**src/rtl/line_draw_engine.sv**
```systemverilog
// Bresenham line rasteriser covering all eight octants. It emits one pixel per cycle
// toward the VGA plot port, stalls on plot_ready, and skips off-screen pixels.
module line_draw_engine #(
    parameter int X_WIDTH      = 9,
    parameter int Y_WIDTH      = 8,
    parameter int COLOUR_WIDTH = 3,
    parameter int SCREEN_W     = 320,
    parameter int SCREEN_H     = 240
) (
    input  logic                    CLOCK_50,
    input  logic                    reset,
    input  logic                    start,
    input  logic [X_WIDTH-1:0]      x0,
    input  logic [Y_WIDTH-1:0]      y0,
    input  logic [X_WIDTH-1:0]      x1,
    input  logic [Y_WIDTH-1:0]      y1,
    input  logic [COLOUR_WIDTH-1:0] colour_in,
    output logic                    ready,
    output logic [X_WIDTH-1:0]      x,
    output logic [Y_WIDTH-1:0]      y,
    output logic [COLOUR_WIDTH-1:0] colour,
    output logic                    plot,
    input  logic                    plot_ready,
    output logic                    done,
    output logic                    clipped
);

    localparam int W = ((X_WIDTH > Y_WIDTH) ? X_WIDTH : Y_WIDTH) + 2;
    localparam logic [X_WIDTH-1:0] X_ONE = X_WIDTH'(1'b1);
    localparam logic [Y_WIDTH-1:0] Y_ONE = Y_WIDTH'(1'b1);

    typedef enum logic [1:0] {
        S_IDLE  = 2'd0,
        S_SETUP = 2'd1,
        S_DRAW  = 2'd2,
        S_DONE  = 2'd3
    } state_t;

    state_t                r_state;
    logic [X_WIDTH-1:0]    r_x1;
    logic [Y_WIDTH-1:0]    r_y1;
    logic signed [W-1:0]   r_dx;
    logic signed [W-1:0]   r_dy;
    logic signed [W-1:0]   r_err;
    logic                  r_sx_neg;
    logic                  r_sy_neg;

    logic signed [W-1:0]   w_x_ext, w_x1_ext, w_y_ext, w_y1_ext;
    logic signed [W-1:0]   w_ddx, w_ddy, w_abs_dx, w_abs_dy;
    logic signed [W:0]     w_e2, w_dx_ext, w_dy_ext;
    logic signed [W-1:0]   w_err_next;
    logic                  w_step_x, w_step_y, w_at_end;
    logic [X_WIDTH-1:0]    w_x_next;
    logic [Y_WIDTH-1:0]    w_y_next;

    function automatic logic on_screen(input logic [X_WIDTH-1:0] px, input logic [Y_WIDTH-1:0] py);
        on_screen = (32'(px) < 32'(SCREEN_W)) && (32'(py) < 32'(SCREEN_H));
    endfunction

    // Setup deltas from the latched endpoints (x,y hold the start point) and the next Bresenham step.
    always_comb begin
        w_x_ext  = $signed({{(W-X_WIDTH){1'b0}}, x});
        w_x1_ext = $signed({{(W-X_WIDTH){1'b0}}, r_x1});
        w_y_ext  = $signed({{(W-Y_WIDTH){1'b0}}, y});
        w_y1_ext = $signed({{(W-Y_WIDTH){1'b0}}, r_y1});
        w_ddx    = w_x1_ext - w_x_ext;
        w_ddy    = w_y1_ext - w_y_ext;
        if (w_ddx[W-1]) begin
            w_abs_dx = -w_ddx;
        end else begin
            w_abs_dx = w_ddx;
        end
        if (w_ddy[W-1]) begin
            w_abs_dy = -w_ddy;
        end else begin
            w_abs_dy = w_ddy;
        end

        w_e2     = {r_err, 1'b0};
        w_dx_ext = {r_dx[W-1], r_dx};
        w_dy_ext = {r_dy[W-1], r_dy};
        w_step_x = (w_e2 >= w_dy_ext);
        w_step_y = (w_e2 <= w_dx_ext);

        // Both corrections are applied to the error term from before this step.
        w_err_next = r_err;
        if (w_step_x) begin
            w_err_next = w_err_next + r_dy;
        end else begin
            w_err_next = w_err_next;
        end
        if (w_step_y) begin
            w_err_next = w_err_next + r_dx;
        end else begin
            w_err_next = w_err_next;
        end

        if (w_step_x) begin
            if (r_sx_neg) begin
                w_x_next = x - X_ONE;
            end else begin
                w_x_next = x + X_ONE;
            end
        end else begin
            w_x_next = x;
        end
        if (w_step_y) begin
            if (r_sy_neg) begin
                w_y_next = y - Y_ONE;
            end else begin
                w_y_next = y + Y_ONE;
            end
        end else begin
            w_y_next = y;
        end

        w_at_end = (x == r_x1) && (y == r_y1);
    end

    // Line FSM; x/y double as the current point so the pixel outputs are registered.
    always_ff @(posedge CLOCK_50) begin
        if (reset) begin
            r_state  <= S_IDLE;
            ready    <= 1'b1;
            plot     <= 1'b0;
            done     <= 1'b0;
            clipped  <= 1'b0;
            x        <= {X_WIDTH{1'b0}};
            y        <= {Y_WIDTH{1'b0}};
            colour   <= {COLOUR_WIDTH{1'b0}};
            r_x1     <= {X_WIDTH{1'b0}};
            r_y1     <= {Y_WIDTH{1'b0}};
            r_dx     <= {W{1'b0}};
            r_dy     <= {W{1'b0}};
            r_err    <= {W{1'b0}};
            r_sx_neg <= 1'b0;
            r_sy_neg <= 1'b0;
        end else begin
            case (r_state)
                S_IDLE: begin
                    plot <= 1'b0;
                    done <= 1'b0;
                    if (start) begin
                        x       <= x0;
                        y       <= y0;
                        r_x1    <= x1;
                        r_y1    <= y1;
                        colour  <= colour_in;
                        clipped <= 1'b0;
                        ready   <= 1'b0;
                        r_state <= S_SETUP;
                    end
                end
                S_SETUP: begin
                    r_dx     <= w_abs_dx;
                    r_dy     <= -w_abs_dy;
                    r_err    <= w_abs_dx - w_abs_dy;
                    r_sx_neg <= !(x < r_x1);
                    r_sy_neg <= !(y < r_y1);
                    plot     <= on_screen(x, y);
                    r_state  <= S_DRAW;
                end
                S_DRAW: begin
                    // Off-screen points advance immediately; visible ones wait for the sink.
                    if (!plot || plot_ready) begin
                        if (!plot) begin
                            clipped <= 1'b1;
                        end
                        if (w_at_end) begin
                            plot    <= 1'b0;
                            done    <= 1'b1;
                            r_state <= S_DONE;
                        end else begin
                            x     <= w_x_next;
                            y     <= w_y_next;
                            r_err <= w_err_next;
                            plot  <= on_screen(w_x_next, w_y_next);
                        end
                    end
                end
                S_DONE: begin
                    done    <= 1'b0;
                    plot    <= 1'b0;
                    ready   <= 1'b1;
                    r_state <= S_IDLE;
                end
                default: begin
                    r_state <= S_IDLE;
                    ready   <= 1'b1;
                    plot    <= 1'b0;
                    done    <= 1'b0;
                end
            endcase
        end
    end

endmodule

```
**config.mk**
```make
export PLATFORM = sky130hd
export DESIGN_NAME = line_draw_engine
export DESIGN_NICKNAME = d
export VERILOG_FILES = /design/src/rtl/line_draw_engine.sv
export SDC_FILE = /design/constraint.sdc
export NUM_CORES = 1
export LEC_CHECK = 0
export ABC_AREA = 1
export CAP_MARGIN = 20
export CORE_MARGIN = 3
export CORE_UTILIZATION = 25
export CTS_CLUSTER_DIAMETER = 150
export DETAILED_ROUTE_END_ITERATION = 7
export GPL_TIMING_DRIVEN = 0
export SYNTH_ARGS = -nofsm -noshare
export SYNTH_HDL_FRONTEND = slang
export SYNTH_SLANG_ARGS = --single-unit
```
**constraint.sdc**
```tcl
create_clock -name CLOCK_50 -period 5 [get_ports CLOCK_50]
set_clock_uncertainty 0.05 [all_clocks]
set_input_delay 1 -clock CLOCK_50 [delete_from_list [all_inputs] [get_ports CLOCK_50]]
set_output_delay 1 -clock CLOCK_50 [all_outputs]
set_load 0.005 [all_outputs]
```
==> flow_summary.json, run 1 <==
{
  "status": "finished clean",
  "die_x_microns": 177,
  "dpl_cell_area_sq_um": 8450,
  "h-tree-depth": 3,
  "cp_cell_sequence": "inv_1, ha_1, nand2_1, o21ai_1, nand3_1, o2111ai_1, or2_1, nand2_2, clkinv_1, o21ai_0, ha_1, a21oi_1, o21ai_0, a21oi_1, inv_1, a21oi_1, o21ai_0, xor2_1, o21ai_0, a21oi_1, a21oi_1",
  "root_buffer": "clkbuf_16",
  "slew_headroom": 0.542,
  "drv_slew": 0,
  "gp_congestion": 0.903,
  "rsz0062_at_grt": "no",
  "timing.rr.start": "r_dy[2]",
  "clock_tree.buffer_depth": 2,
  "worstSetupStartpoint": "r_dy[2]",
  "min_path_type": "reg -> reg",
  "worst_pin_slew_ns": 0.687,
  "hold-worst-slack_ns": 0.417,
  "path_depth": 21,
  "layout.nets": 1304,
  "worstSkewPairLatency_ns": 0.36,
  "ys_seq_area_frac": 0.213,
  "worstSetupEndpoint": "r_err[7]",
  "drcViolationCount": 0,
  "dr.pass1.iters": 4,
  "vias_per_cell": 4.66,
  "avgSynthCellArea_sq_um": 6.72,
  "io_pins": 65,
  "fin_crit_sh": 0.859,
  "clk_pin_slew_ns": 0.06,
  "fill_cells": 3174,
  "die_h_microns": 177,
  "synth.distinct_cells": 61,
  "ys.flop_type": "dfxtp_1",
  "cp.buffers_inverters": 3,
  "syn-num-nets": 1230,
  "hold_start": "r_x1[0]",
  "overflow": 0,
  "synth_top_area_frac": 0.213,
  "ff2ff_path_depth": 21,
  "crit-reg2reg-capture": "r_err[7]",
  "ff2ff_setup_slack_ns": 0.71,
  "vias": 7241,
  "worstPathArrival_ns": 4.48,
  "antenna_cells": 0,
  "syn_area_sq_um": 7340,
  "cap_violations": 0,
  "ctsResizeCount": 0,
  "numCtsBuffers": 9,
  "post_cts_buffers": 0,
  "grtUsageTotal": 0.148,
  "grt_max_degree": 13,
  "synth_warnings": 0,
  "wl_per_cell_microns": 14.8,
  "setup_viol": 0,
  "setup_ws_ns": 0.706,
  "post-synth-top-area-cell": "dfxtp_1",
  "antenna_left": 0,
  "path_class": "reg -> reg",
  "design_area_sq_um": 8740,
  "hold_viol_final": 0,
  "netlist_instances": 1092,
  "core_region_area_sq_um": 28900,
  "cts_tree": "done",
  "synth_common_cells": "202 x nand2_1, 160 x inv_1, 115 x a21oi_1, 98 x o21ai_0, 90 x ha_1",
  "dieArea_sq_um": 31400,
  "num_rows": 62,
  "fmax_ghz": 0.233,
  "start_kind": "register",
  "drtIter0Drc": 361,
  "hold_buffers": 0,
  "synth_edf_count": 0,
  "port_buffers": 63,
  "yosysMostFrequentCell": "nand2_1",
  "crit_required_ns": 5.19,
  "grt_pass1_wl_mm": 36.5,
  "tritoncts_num_sinks": 78,
  "critical_path.max_stage_delay_ns": 0.58,
  "end_kind": "register",
  "ys_top_cells_by_area": "dfxtp_1 21%, ha_1 15%, nand2_1 10%, inv_1 8.2%, a21oi_1 7.8%",
  "dp_hpwl_mm": 18.9,
  "area_delta_synth_final_pct": 19.1,
  "antenna_found_initial": 0,
  "fin_tns_setup_ns": 0,
  "crit_top_cell": "a21oi_1",
  "synth_async_sr_flop_share": 0,
  "crit_path_top_delay_cell": "o21ai_0",
  "drt_wl_total_mm": 23.0,
  "grt_pass1_vias": 7001,
  "dp_slack_ns": 0.854,
  "min_period_ns": 4.29,
  "path_max_fanout": 10,
  "critPathTopFamily": "compound AO/OA/AOI/OAI gates",
  "drive_gt1_frac": 0.0632,
  "start_util": 0.254,
  "ys_ff_latch": 78
}
## area by class of cell
type                            instances  area [sq um]  share of cell area
Multi-Input combinational cell        818          5000               0.572
Tap cell                              384           480              0.0550
Clock buffer                           11           243              0.0278
Sequential cell                        78          1560               0.179
Timing Repair Buffer                   63           631              0.0721
Inverter                              168           636              0.0727
Clock inverter                          4          47.5             0.00544
Buffer                                 28           141              0.0162
## cell usage in the layout (no fill, tap or decap), drive strengths merged, types with 2 or more instances in the layout
cell and instances:
nand2 214, inv 165, a21oi 117, o21ai 103, nor2 94, ha 90
dfxtp 78, clkdlybuf4s50 63, nand3 57, xor2 30, clkbuf 26, nand4 14
nor3 13, xnor2 12, o211ai 12, buf 12, a31oi 9, o21bai 9
fa 7, or2 7, clkinv 5, nor4 4, o31ai 3, o2111ai 3
a211oi 3, a31o 2, o21a 2, nand3b 2, a22oi 2
## routing by layer
metal  global-route usage  share of wire  vias up
li1                     -              -     3768
met1                0.187           0.46     3289
met2                0.255           0.47      148
met3               0.0188          0.036       36
met4               0.0579          0.034        0
met5                    0              0        -
## tightest hold or removal path: cells and delay by family (launching register included)
family                 cells  cell delay (ns)
flip-flops                 1             0.29
buffers and inverters      1             0.07
AO/OA/AOI/OAI              1             0.06
## flip-flops by register name, indices dropped and copies added, names as in the netlist
register	flops
r_err	11
r_dx	11
ready	1
r_y1	8
clipped	1
r_dy	11
r_sx_neg	1
r_state	2
colour	3
done	1
y	8
plot	1
x	9
r_x1	9
r_sy_neg	1
## logic make-up after synthesis
kind of cell / after synthesis / share of synthesized area
AOI/OAI and AO/OA: 272 / 0.208
xor gates and xnor gates: 42 / 0.0557
other: 1 / 0.000511
buffers and inverters: 196 / 0.106
adders and majority gates: 97 / 0.173
DFF: 78 / 0.213
and+or+nand+nor: 406 / 0.244
## worst min path at each step
stage          endpoint  cells after the start  slack (ns)
2_1_floorplan   r_x1[0]                      2        0.38
3_3_place_gp    r_y1[0]                      2        0.41
3_5_place_dp    r_x1[0]                      2        0.42
4_1_cts         r_x1[0]                      2        0.43
5_1_grt         r_y1[0]                      2        0.46
6_report        r_x1[0]                      2        0.42
## through the flow
step,util,instances
after global routing,0.303,1554
after detailed placement,0.293,1539
after CTS,0.303,1554
after floorplan,-,1092
final,0.303,1554
after global placement,0.293,1539
Power of run 1 is left out: the tool's default activity adds up to more than one toggle a clock period on the data nets, which glitch-free logic cannot reach.
==> run 2, diff against run 1 <==
==> constraint.sdc (replaced) <==
create_clock -name CLOCK_50 -period 5.5 [get_ports CLOCK_50]
set_clock_uncertainty 0.05 [all_clocks]
set_input_delay 1.1 -clock CLOCK_50 [delete_from_list [all_inputs] [get_ports CLOCK_50]]
set_output_delay 1.1 -clock CLOCK_50 [all_outputs]
set_load 0.005 [all_outputs]
==> results of run 2 <==
Same layout as run 1 (identical final DEF). Status: finished clean.
Among the figures that moved: setup slack after placement 0.854 ns -> 1.35 ns; setup slack after layout 0.706 ns -> 1.21 ns; register-to-register setup slack 0.71 ns -> 1.21 ns
Power of run 2 is left out for the same reason.
